## src/rtl/mac_dot_sequencer.sv

```systemverilog
// Sequences one external MAC through a dot product of two operand vectors read from a dual-output RAM.
// Latency: a start accepted at edge T0 raises o_result_valid after edge T0+vec_len+3, so edge T0+vec_len+4 is the first to sample it high.
// Backpressure: the result is held on o_result/o_result_valid until i_result_ready; i_start is ignored while busy.
//
// Parameters: Nbits (operand width, result is 2*Nbits), LEN_W (vec_len / rd_addr width).
// Ports:
//   i_clk, i_reset                 clock, synchronous active-high reset
//   i_start, i_vec_len             job request (sampled in IDLE) and number of operand pairs
//   o_busy                         high in every state except IDLE
//   o_rd_en, o_rd_addr             operand RAM read port; i_a_data/i_b_data valid one cycle later
//   i_a_data, i_b_data             operand RAM outputs
//   o_mac_clear                    MAC reset, asserted in IDLE and CLEAR
//   o_mac_multiplier/multiplicand  gated MAC operands (zero outside data cycles)
//   i_mac_acc                      MAC accumulator output
//   o_result, o_result_valid, i_result_ready   result valid/ready port
// Optional build macro MAC_SEQ_PERF_EN adds o_job_count (completed handshakes) and o_ovf
// (sticky per-job accumulator carry-out flag).
module mac_dot_sequencer #(
    parameter int Nbits = 4,
    parameter int LEN_W = 4
) (
    input  logic               i_clk,
    input  logic               i_reset,
    input  logic               i_start,
    input  logic [LEN_W-1:0]   i_vec_len,
    output logic               o_busy,
    output logic               o_rd_en,
    output logic [LEN_W-1:0]   o_rd_addr,
    input  logic [Nbits-1:0]   i_a_data,
    input  logic [Nbits-1:0]   i_b_data,
    output logic               o_mac_clear,
    output logic [Nbits-1:0]   o_mac_multiplier,
    output logic [Nbits-1:0]   o_mac_multiplicand,
    input  logic [2*Nbits-1:0] i_mac_acc,
    output logic [2*Nbits-1:0] o_result,
    output logic               o_result_valid,
    input  logic               i_result_ready
`ifdef MAC_SEQ_PERF_EN
    ,
    output logic [15:0]        o_job_count,
    output logic               o_ovf
`endif
);

    typedef enum logic [2:0] {
        S_IDLE,
        S_CLEAR,
        S_RUN,
        S_DRAIN,
        S_RESULT
    } state_t;

    state_t              r_state;
    state_t              w_next_state;

    logic [LEN_W-1:0]    r_len;
    logic [LEN_W-1:0]    r_idx;
    logic                r_drain;     // 0 in first DRAIN cycle, 1 in second
    logic                r_dv;        // RAM outputs carry a requested operand pair this cycle
    logic [2*Nbits-1:0]  r_result;

    logic                w_last_rd;
    logic                w_handshake;

    assign w_last_rd   = (r_idx == (r_len - {{(LEN_W-1){1'b0}}, 1'b1}));
    assign w_handshake = (r_state == S_RESULT) && i_result_ready;

    assign o_rd_addr          = r_idx;
    assign o_result           = r_result;
    // Non-data cycles feed zeros so the MAC accumulates nothing.
    assign o_mac_multiplier   = r_dv ? i_a_data : '0;
    assign o_mac_multiplicand = r_dv ? i_b_data : '0;

    always_ff @(posedge i_clk) begin
        if (i_reset) begin
            r_state <= S_IDLE;
        end else begin
            r_state <= w_next_state;
        end
    end

    always_comb begin
        w_next_state   = r_state;
        o_busy         = 1'b1;
        o_rd_en        = 1'b0;
        o_mac_clear    = 1'b0;
        o_result_valid = 1'b0;
        case (r_state)
            S_IDLE: begin
                o_busy      = 1'b0;
                o_mac_clear = 1'b1;
                if (i_start) begin
                    w_next_state = S_CLEAR;
                end
            end
            S_CLEAR: begin
                o_mac_clear  = 1'b1;
                w_next_state = (r_len == '0) ? S_DRAIN : S_RUN;
            end
            S_RUN: begin
                o_rd_en = 1'b1;
                if (w_last_rd) begin
                    w_next_state = S_DRAIN;
                end
            end
            S_DRAIN: begin
                // Two cycles: RAM read latency plus the MAC accumulate register.
                if (r_drain) begin
                    w_next_state = S_RESULT;
                end
            end
            S_RESULT: begin
                o_result_valid = 1'b1;
                if (i_result_ready) begin
                    w_next_state = S_IDLE;
                end
            end
            default: begin
                w_next_state = S_IDLE;
            end
        endcase
    end

    always_ff @(posedge i_clk) begin
        if (i_reset) begin
            r_len    <= '0;
            r_idx    <= '0;
            r_drain  <= 1'b0;
            r_dv     <= 1'b0;
            r_result <= '0;
        end else begin
            r_dv <= o_rd_en;
            case (r_state)
                S_IDLE: begin
                    if (i_start) begin
                        r_len <= i_vec_len;
                        r_idx <= '0;
                    end
                end
                S_CLEAR: begin
                    r_drain <= 1'b0;
                end
                S_RUN: begin
                    r_idx <= r_idx + {{(LEN_W-1){1'b0}}, 1'b1};
                end
                S_DRAIN: begin
                    r_drain <= 1'b1;
                    if (r_drain) begin
                        r_result <= i_mac_acc;
                    end
                end
                default: begin
                end
            endcase
        end
    end

`ifdef MAC_SEQ_PERF_EN
    logic [15:0]        r_job_count;
    logic               r_ovf;
    logic [2*Nbits-1:0] w_product;
    logic [2*Nbits-1:0] w_acc_next;

    // Mirror of the MAC's next accumulator value; a wrap shows up as next < current.
    assign w_product  = {{Nbits{1'b0}}, o_mac_multiplier} * {{Nbits{1'b0}}, o_mac_multiplicand};
    assign w_acc_next = i_mac_acc + w_product;

    always_ff @(posedge i_clk) begin
        if (i_reset) begin
            r_job_count <= '0;
            r_ovf       <= 1'b0;
        end else begin
            if (w_handshake) begin
                r_job_count <= r_job_count + 16'd1;
            end
            if (r_state == S_CLEAR) begin
                r_ovf <= 1'b0;
            end else if (r_dv && (w_acc_next < i_mac_acc)) begin
                r_ovf <= 1'b1;
            end
        end
    end

    assign o_job_count = r_job_count;
    assign o_ovf       = r_ovf;
`endif

endmodule

```

## config.mk

```make
export PLATFORM = sky130hd
export DESIGN_NAME = mac_dot_sequencer
export DESIGN_NICKNAME = d
export VERILOG_FILES = /design/src/rtl/mac_dot_sequencer.sv
export SDC_FILE = /design/constraint.sdc
export NUM_CORES = 1
export LEC_CHECK = 0
export BUFFER_PORTS_ARGS = -buffer_cell sky130_fd_sc_hd__buf_2
export CORE_ASPECT_RATIO = 1.1
export CORE_MARGIN = 8
export CORE_UTILIZATION = 48
export CTS_CLUSTER_SIZE = 30
export DETAILED_ROUTE_END_ITERATION = 10
export GPL_ROUTABILITY_DRIVEN = 0
export GPL_TIMING_DRIVEN = 0
export PLACE_DENSITY = 0.82
export SYNTH_ARGS = -nofsm -noshare
export SYNTH_HDL_FRONTEND = slang
export SYNTH_SLANG_ARGS = --single-unit
```

## constraint.sdc

```tcl
create_clock -name i_clk -period 2.3 [get_ports i_clk]
set_input_delay 0.345 -clock i_clk [delete_from_list [all_inputs] [get_ports i_clk]]
set_output_delay 0.345 -clock i_clk [all_outputs]
set_load 0.01 [all_outputs]
```

==> results of run 1 <==
Yosys cell counts, drive strengths merged, types with 2 or more instances:
library cell / instances
dfxtp: 21
nand2: 19
a21oi: 14
nor2: 14
and2: 9
xor2: 5
inv: 4
nor3: 4
buf: 3
clkbuf: 3
mux2i: 3
nand3: 3
nor4b: 3
ha: 2
nand2b: 2
o21ai: 2
or3: 2
xnor2: 2
critical path, stage by stage (launching register included):
cell and delay, ps:
dfxtp_1 320, buf_2 170, or3b_4 420, inv_2 120
buf_2 150
worst min path at each step:
stage               slack (ps)         start     endpoint  depth (start not counted)
floorplan                  480   o_result[0]  o_result[0]                          2
detailed placement         440   o_result[4]  o_result[4]                          2
global route               260  i_mac_acc[4]  o_result[4]                          3
global placement           440   o_result[0]  o_result[0]                          2
finish                     250  i_mac_acc[0]  o_result[0]                          3
CTS                        250  i_mac_acc[0]  o_result[0]                          3
state kept, by name, summed over array words and instances (netlist names):
| register | flops |
|---|---|
| o_result | 8 |
| o_rd_addr | 4 |
| r_dv | 1 |
| r_state | 3 |
| r_len | 4 |
| r_drain | 1 |
routing by layer:
metal,up-vias,routed length (µm),global-route usage
li1,498,-,-
met2,35,1221,0.2432
met4,0,51,0.06287
met5,-,0,0
met3,5,240,0.04260
met1,437,992,0.1427
cell families after synthesis:
group,Yosys count
adders and majority gates,2
muxes,3
buffers and inverters,10
and+or+nand+nor,60
AOI/OAI and AO/OA,17
xor gates and xnor gates,7
DFF,21
cell usage in the layout, fill, tap and decap left out:
| cell type | count |
|---|---|
| nand2b_1 | 2 |
| buf_2 | 48 |
| dfxtp_1 | 21 |
| o21ai_0 | 2 |
| xnor2_1 | 2 |
| a31oi_1 | 1 |
| nand3_1 | 3 |
| nor2_1 | 14 |
| nor4b_4 | 1 |
| a21oi_1 | 14 |
| inv_2 | 1 |
| clkbuf_1 | 3 |
| nand4_1 | 1 |
| or3_1 | 1 |
| nor4b_1 | 2 |
| or2_2 | 1 |
| clkinv_2 | 1 |
| and2_1 | 9 |
| clkbuf_4 | 3 |
| mux2i_1 | 3 |
| nand2_1 | 19 |
| or3b_4 | 1 |
| nor3_1 | 4 |
| buf_6 | 2 |
| ha_1 | 2 |
| xor2_1 | 5 |
| or3_2 | 1 |
| nand3b_1 | 1 |
| inv_1 | 3 |
where the power goes:
group / switching, mW / leakage (nW) / internal, mW
logic: 0.0945 / 0.438 / 0.0911
registers: 0.0168 / 0.171 / 0.382
clock network: 0.121 / 0.0177 / 0.0652
total: 0.232 / 0.626 / 0.538
cell type report:
cell class / count / area [µm²]
fill: 188 / 689.4
multi-input combinational: 89 / 516.7
sequential: 21 / 420.4
timing repair buffer: 47 / 235.2
buffer: 6 / 38.79
tap: 28 / 35.03
clock buffer: 3 / 22.52
inverter: 4 / 15.01
clock inverter: 1 / 5.005
stage by stage:
stage | hold slack, ps | area [µm²]
after floorplan | 480.5 | 991.0
after global placement | 439.5 | 1261
after detailed placement | 443.0 | 1261
after CTS | 249.1 | 1289
after global routing | 260.5 | 1289
final | 245.9 | 1289
==> impl_metrics.toml, run 1 <==
[synth]
ys_warn_count = 0
synth_top_family_by_area = "simple AND/OR/NAND/NOR gates"
async_flop_share = 0
synthXorXnorAreaFrac = 0.06187
syn_nets = 146
synth.largest_area_cell = "dfxtp_1"
ys_seq_elements = 21
synth-edff-count = 0
synth-simple-area-share = 0.3169
syn_inst = 120
muxShareOfSynthArea = 0.03030
yosys-top-cells-area = "dfxtp_1, nand2_1, a21oi_1, and2_1, nor2_1"
synth_top_area_frac = 0.4242
synth_area_um2 = 991.0
ys.flop_type = "dfxtp_1"
synth_cell_types = 27
synth-compound-area-share = 0.08712
synth-seq-area-share = 0.4242
synth.avg_cell_area_um2 = 8.258
synth-adder-area-share = 0.02525

[power_and_ir_drop]
irDropWorstVdd_mv = 0.4203
power_density_nw_per_um2 = 597.8
p_leak_nw = 0.6260
p_total_mw = 0.7704

[clock_tree]
cts_hold_buf = 0
cts_sinks = 21
clock_path_buffers = 2
cts_made_buffers = 3
postCtsResizedCells = 0
tritoncts = "built"
cts_setup_buffers = 0
clock-root-buffer = "clkbuf_4"
clk_pin_slew_ps = 120
insertion_delay_ps = 320
cts_max_level = 1

[cells_and_area]
antennaDiodeCount = 0
syn_to_final_growth_pct = 30.05
nets = 198
final_cell_count_no_fill = 199
drive_gt1_frac = 0.3450
post-route-util = 0.6515

[critical_path]
crit_type = "flip-flop to output port"
endpoint = "o_rd_en"
crit_fanout = 10
reg2reg_slack_ps = 830
startpoint = "r_state[2]"
required_ps = 1960
rr_startpoint = "r_state[0]"
cp-end-kind = "output port"
r2r_cells = 5
r2r_end = "o_rd_addr[0]"
worstSetupStartpointType = "flip-flop"
worstPathArrival_ps = 1500

[status]
status = "completed"

[floorplan]
die_h_um = 63.66
die_area_um2 = 3776
die_w_um = 59.32
design.core.area_um2 = 1978
io_pins = 48
start_util = 0.5009
placementRows = 17

[route]
wl_mm = 2.504
drt_pass1_iterations = 4
wire_per_inst_um = 12.58
drt_iter0_drc = 21
via_per_inst = 4.899
postRouteAntennaNets = 0
drc = 0
num_vias = 975

[sta]
hold_violations = 0
worst_slack_ps = 458.6
relSlewSlack = 0.6334
setup_violations = 0
fin_crit_sh = 0.8006
min_period_ps = 1841
fin_tns_setup_ps = 0
drv_slew = 0
max_freq_mhz = 543.1
worst_pin_slew_ps = 547.6
rsz0062_at_grt = "no"
fin_skew_ps = 7.108

[global_routing]
grt_pass1_vias = 995
grt-ovfl-total = 0
grt_max_degree = 13
antenna_found_initial = 0
grt_usage = 0.1385
grt_pass1_wl_mm = 4.264

[placed_design]
dp_slack_ps = 830.2
dp_hpwl_mm = 1.988
portBuffers = 47
placed_cells = 195

[worst_hold_path]
min_path_type = "primary input to flip-flop"

[job]
max_cap_violations = 0
Note: power is estimated with default switching activity, not from simulation.
==> run 2, diff against run 1 <==
--- a/config.mk
+++ b/config.mk
@@ -8,12 +8,12 @@
 export BUFFER_PORTS_ARGS = -buffer_cell sky130_fd_sc_hd__buf_2
 export CORE_ASPECT_RATIO = 1.1
 export CORE_MARGIN = 8
-export CORE_UTILIZATION = 48
+export CORE_UTILIZATION = 40
 export CTS_CLUSTER_SIZE = 30
 export DETAILED_ROUTE_END_ITERATION = 10
 export GPL_ROUTABILITY_DRIVEN = 0
 export GPL_TIMING_DRIVEN = 0
-export PLACE_DENSITY = 0.82
+export PLACE_DENSITY = 0.73
 export SYNTH_ARGS = -nofsm -noshare
 export SYNTH_HDL_FRONTEND = slang
 export SYNTH_SLANG_ARGS = --single-unit
==> constraint.sdc (replaced) <==
create_clock -name i_clk -period 1.5 [get_ports i_clk]
set_input_delay 0.225 -clock i_clk [delete_from_list [all_inputs] [get_ports i_clk]]
set_output_delay 0.225 -clock i_clk [all_outputs]
set_load 0.01 [all_outputs]
==> run 2 against run 1 <==
  * The run now ends with negative setup slack left
  * Flip-flop and latch count did not move
  * Clock skew decreased by 4.2 ps
  * Power rose by 57%
  * Sequential power rose by 56%
  * Non-clock buffer count grew 4
  * Highest routed layer unchanged
==> impl_metrics.toml, run 2 (same netlist as run 1, synthesis figures left out) <==
[cells_and_area]
nets = 202
antennaDiodeCount = 0
final_common_cell = "buf_2"
final_cell_mix = "buf_2, nand2_1, dfxtp_1"
fillers = 233
drive_gt1_frac = 0.3771
largest_reg_flops = 8
final_cell_count_no_fill = 206
syn_to_final_growth_pct = 35.73
stdcell_area_um2 = 1345

[critical_path]
r2r_cells = 5
worstPathArrival_ps = 1320
cp-end-kind = "output port"
rr_startpoint = "r_state[1]"
worstSetupStartpointType = "flip-flop"
crit_type = "flip-flop to output port"
required_ps = 1270
crit_fanout = 5
reg2reg_slack_ps = -20
r2r_end = "o_rd_addr[3]"

[floorplan]
die_h_um = 68.20
placementRows = 19
die_area_um2 = 4328
io_pins = 48
die_w_um = 63.46
start_util = 0.4087
design.core.area_um2 = 2425

[clock_tree]
clk_pin_slew_ps = 120
cts_sinks = 21
cts_max_level = 1
cts_hold_buf = 0
cts_made_buffers = 3
insertion_delay_ps = 290
tritoncts = "built"
clock_path_buffers = 2
clock-root-buffer = "clkbuf_4"

[worst_hold_path]
hold-path-cell-count = 3
hold_start = "i_vec_len[0]"
holdPathEnd = "r_len[0]"
min_path_type = "primary input to flip-flop"

[global_routing]
grt_pass1_vias = 932
grt_usage = 0.1161
grt_pass1_wl_mm = 4.195
antenna_found_initial = 0
grt-ovfl-total = 0
grt_max_degree = 13

[placed_design]
portBuffers = 47
placed_area_um2 = 1265
dp_hpwl_mm = 1.980
placed_cells = 198

[power_and_ir_drop]
p_leak_nw = 0.6484
p_clk_frac = 0.219
seqPwrFrac = 0.516
power_density_nw_per_um2 = 898.3
p_total_mw = 1.208
irDropWorstVdd_mv = 0.7666
combPwrFrac = 0.265
p_int_mw = 0.8623
power.share.switching = 0.2863
p_sw_mw = 0.3459

[sta]
drv_slew = 0
setup_violations = 2
min_period_ps = 1546
relSlewSlack = 0.6545
worst_hold_slack_ps = 146.3
fin_crit_sh = 1.031
worst_slack_ps = -45.82
hold_violations = 0
fin_skew_ps = 2.946
rsz0062_at_grt = "yes"
worst_pin_slew_ps = 516.3
max_freq_mhz = 646.9

[route]
drc = 0
wire_per_inst_um = 12.50
drt_pass1_iterations = 4
num_vias = 979
postRouteAntennaNets = 0
via_per_inst = 4.752
wl_mm = 2.576
drt_iter0_drc = 40

[status]
status = "finished with violations"
violations = "negative setup slack"

[job]
max_cap_violations = 0
run 2: changes by cell type in the layout (fill, tap and decap cells not counted), sizes merged:
cell	change
buf	+4
run 2: final cells by class:
cell class / count / area [µm²] / share of cell area
Sequential cell: 21 / 424.2 / 0.3153
Tap cell: 31 / 38.79 / 0.02884
Inverter: 4 / 17.52 / 0.01302
Clock buffer: 3 / 22.52 / 0.01674
Clock inverter: 1 / 5.005 / 0.003721
Buffer: 4 / 22.52 / 0.01674
Timing Repair Buffer: 53 / 294.0 / 0.2186
Multi-Input combinational cell: 89 / 520.5 / 0.3870
run 2: power by group through the flow:
stage          clock (mW)  combinational (mW)  sequential (mW)
2_1_floorplan           0               0.195            0.619
3_3_place_gp            0               0.278            0.621
3_5_place_dp            0               0.285            0.622
4_1_cts             0.276               0.322            0.612
5_1_grt             0.303               0.356            0.629
6_report            0.264               0.320            0.623
run 2: how the worst max path moves through the flow:
stage | startpoint | endpoint | slack (ps) | cells past startpoint
5_1_grt | r_state[1] | o_rd_en | -110 | 4
6_report | r_state[1] | o_rd_en | -50 | 4
2_1_floorplan | r_state[2] | o_rd_addr[3] | 150 | 4
3_3_place_gp | r_state[0] | o_rd_addr[0] | 60 | 5
4_1_cts | r_state[1] | o_rd_en | -80 | 4
3_5_place_dp | r_state[0] | o_rd_addr[0] | 60 | 5
run 2: worst max-delay path, cell delays in order (launching register included):
cell and delay [ps]:
dfxtp_2 350, buf_6 100, or3b_4 400, inv_4 80, buf_6 90
run 2: per-layer routing:
layer,GRT usage,share of wire,up-vias
li1,-,-,505
met1,0.1403,0.45,442
met2,0.1965,0.48,30
met3,0.03928,0.071,2
met4,0.02786,0.0039,0
met5,0,0,-
run 2: repair_timing:
item / CTS / global route
resized for setup: 8 / 0
endpoints found under the setup margin: 2 / 10
gates cloned: 0 / 1
pin swaps: 1 / 4
buffers inserted: 2 / 3
run 2: stage by stage:
step / TNS (ps) / utilization / setup WS, ps
floorplan: 0 / - / 147.1
global placement: 0 / 0.5217 / 61.23
detailed placement: 0 / 0.5217 / 55.44
CTS: -143.1 / 0.5480 / -81.28
global route: -308.7 / 0.5547 / -110.5
finish: -70.36 / 0.5547 / -45.82
==> run 3, diff against run 2 <==
--- a/config.mk
+++ b/config.mk
@@ -14,6 +14,7 @@
 export GPL_ROUTABILITY_DRIVEN = 0
 export GPL_TIMING_DRIVEN = 0
 export PLACE_DENSITY = 0.73
+export SKIP_CTS_REPAIR_TIMING = 1
 export SYNTH_ARGS = -nofsm -noshare
 export SYNTH_HDL_FRONTEND = slang
 export SYNTH_SLANG_ARGS = --single-unit
==> run 3 against run 2 <==
  * The flow still finishes with violations (negative setup slack)
  * Sequential share of layout area fell by 0.26 points
  * Sequential power hardly changed
  * Clock power increased by 2%
  * Flip-flop and latch count stayed put
  * Maximum frequency down 3.0%
  * Combinational power rose by 2%
  * Worst setup slack got worse by 49 ps
  * Core utilization rose by 0.46 points
  * Design area grew 0.84%
  * Wire length increased by 1.1%
  * Via count increased by 1.4%
==> impl_metrics.toml, run 3 (same netlist as run 1, synthesis figures left out) <==
[critical_path]
reg2reg_slack_ps = 40
crit_type = "flip-flop to output port"
r2r_cells = 7
cp-end-kind = "output port"
worstPathArrival_ps = 1370
required_ps = 1270
crit_fanout = 5
rr_startpoint = "r_state[1]"
r2r_end = "o_rd_addr[2]"
worstSetupStartpointType = "flip-flop"

[route]
dr_wl_met3_um = 180
routed.top_layer = "met4"
via_per_inst = 4.774
wl_met1_mm = 1.141
wire_per_inst_um = 12.52
num_vias = 993
wl_mm = 2.604
drc = 0
wl_met2_mm = 1.270
drt_iter0_drc = 28
postRouteAntennaNets = 0
drt_pass1_iterations = 4

[sta]
min_period_ps = 1594
fin_crit_sh = 1.063
fin_skew_ps = 5.880
rsz0062_at_grt = "yes"
worst_slack_ps = -94.35
setup_violations = 1
drv_slew = 0
max_freq_mhz = 627.2
worst_hold_slack_ps = 144.6
worst_pin_slew_ps = 532.4
hold_violations = 0
relSlewSlack = 0.6438

[cells_and_area]
fillers = 233
largest_reg_flops = 8
syn_to_final_growth_pct = 36.87
final_cell_mix = "buf_2, nand2_1, dfxtp_1"
final_common_cell = "buf_2"
nets = 204
final_cell_count_no_fill = 208
drive_gt1_frac = 0.3842
antennaDiodeCount = 0
stdcell_area_um2 = 1356

[floorplan]
design.core.area_um2 = 2425
die_area_um2 = 4328
start_util = 0.4087
placementRows = 19
die_w_um = 63.46
io_pins = 48
die_h_um = 68.20

[clock_tree]
cts_sinks = 21
clock-root-buffer = "clkbuf_4"
clk_pin_slew_ps = 120
tritoncts = "built"
insertion_delay_ps = 300
cts_max_level = 1
cts_made_buffers = 3
clock_path_buffers = 2

[power_and_ir_drop]
power_density_nw_per_um2 = 899.2
irDropWorstVdd_mv = 0.7764
p_total_mw = 1.220
p_leak_nw = 0.6574

[worst_hold_path]
holdPathEnd = "o_result[6]"
hold_start = "i_mac_acc[6]"
min_path_type = "primary input to flip-flop"
hold-path-cell-count = 3

[global_routing]
grt_usage = 0.1133
grt_pass1_vias = 923
grt-ovfl-total = 0
grt_pass1_wl_mm = 4.098
grt_max_degree = 13
antenna_found_initial = 0

[placed_design]
portBuffers = 47
placed_cells = 198
placed_area_um2 = 1265
dp_hpwl_mm = 1.980

[status]
status = "finished with violations"
violations = "negative setup slack"

[job]
max_cap_violations = 0
[run 3: how the worst max path moves through the flow]
| stage | from | endpoint | slack, ps | depth (start not counted) |
|---|---|---|---|---|
| final | r_state[1] | o_rd_en | -90 | 4 |
| after floorplan | r_state[2] | o_rd_addr[3] | 150 | 4 |
| after detailed placement | r_state[0] | o_rd_addr[0] | 60 | 5 |
| after global placement | r_state[0] | o_rd_addr[0] | 60 | 5 |
| after global routing | r_state[1] | o_rd_en | -150 | 4 |
| after CTS | r_state[2] | o_rd_en | -200 | 4 |
[run 3: metrics by stage]
stage,setup slack [ps],TNS (ps),utilization
after global routing,-153.6,-255.5,0.5593
after global placement,61.23,0,0.5217
final,-94.35,-94.35,0.5593
after floorplan,147.1,0,-
after detailed placement,55.44,0,0.5217
after CTS,-198.4,-295.9,0.5330
[run 3: final cells by class]
type | instances | area, µm² | share of cell area
Tap cell | 31 | 38.79 | 0.02860
Clock inverter | 1 | 5.005 | 0.003690
Multi-Input combinational cell | 89 | 520.5 | 0.3838
Clock buffer | 3 | 22.52 | 0.01661
Timing Repair Buffer | 55 | 305.3 | 0.2251
Sequential cell | 21 | 424.2 | 0.3127
Buffer | 4 | 22.52 | 0.01661
Inverter | 4 | 17.52 | 0.01292
[run 3: routing by layer]
layer	up-vias	global-route usage
met2	30	0.1926
met5	-	0
met1	451	0.1336
met4	0	0.03064
met3	2	0.04092
li1	510	-
[run 3: power by group]
group          switching [mW]  total, mW  internal (mW)
clock network           0.170      0.270         0.0993
registers              0.0353      0.623          0.588
logic                   0.146      0.327          0.181
[run 3: worst max-delay path: stages (launching register included)]
cell	delay [ps]
dfxtp_2	350
buf_6	100
or3b_4	420
inv_4	100
buf_6	100
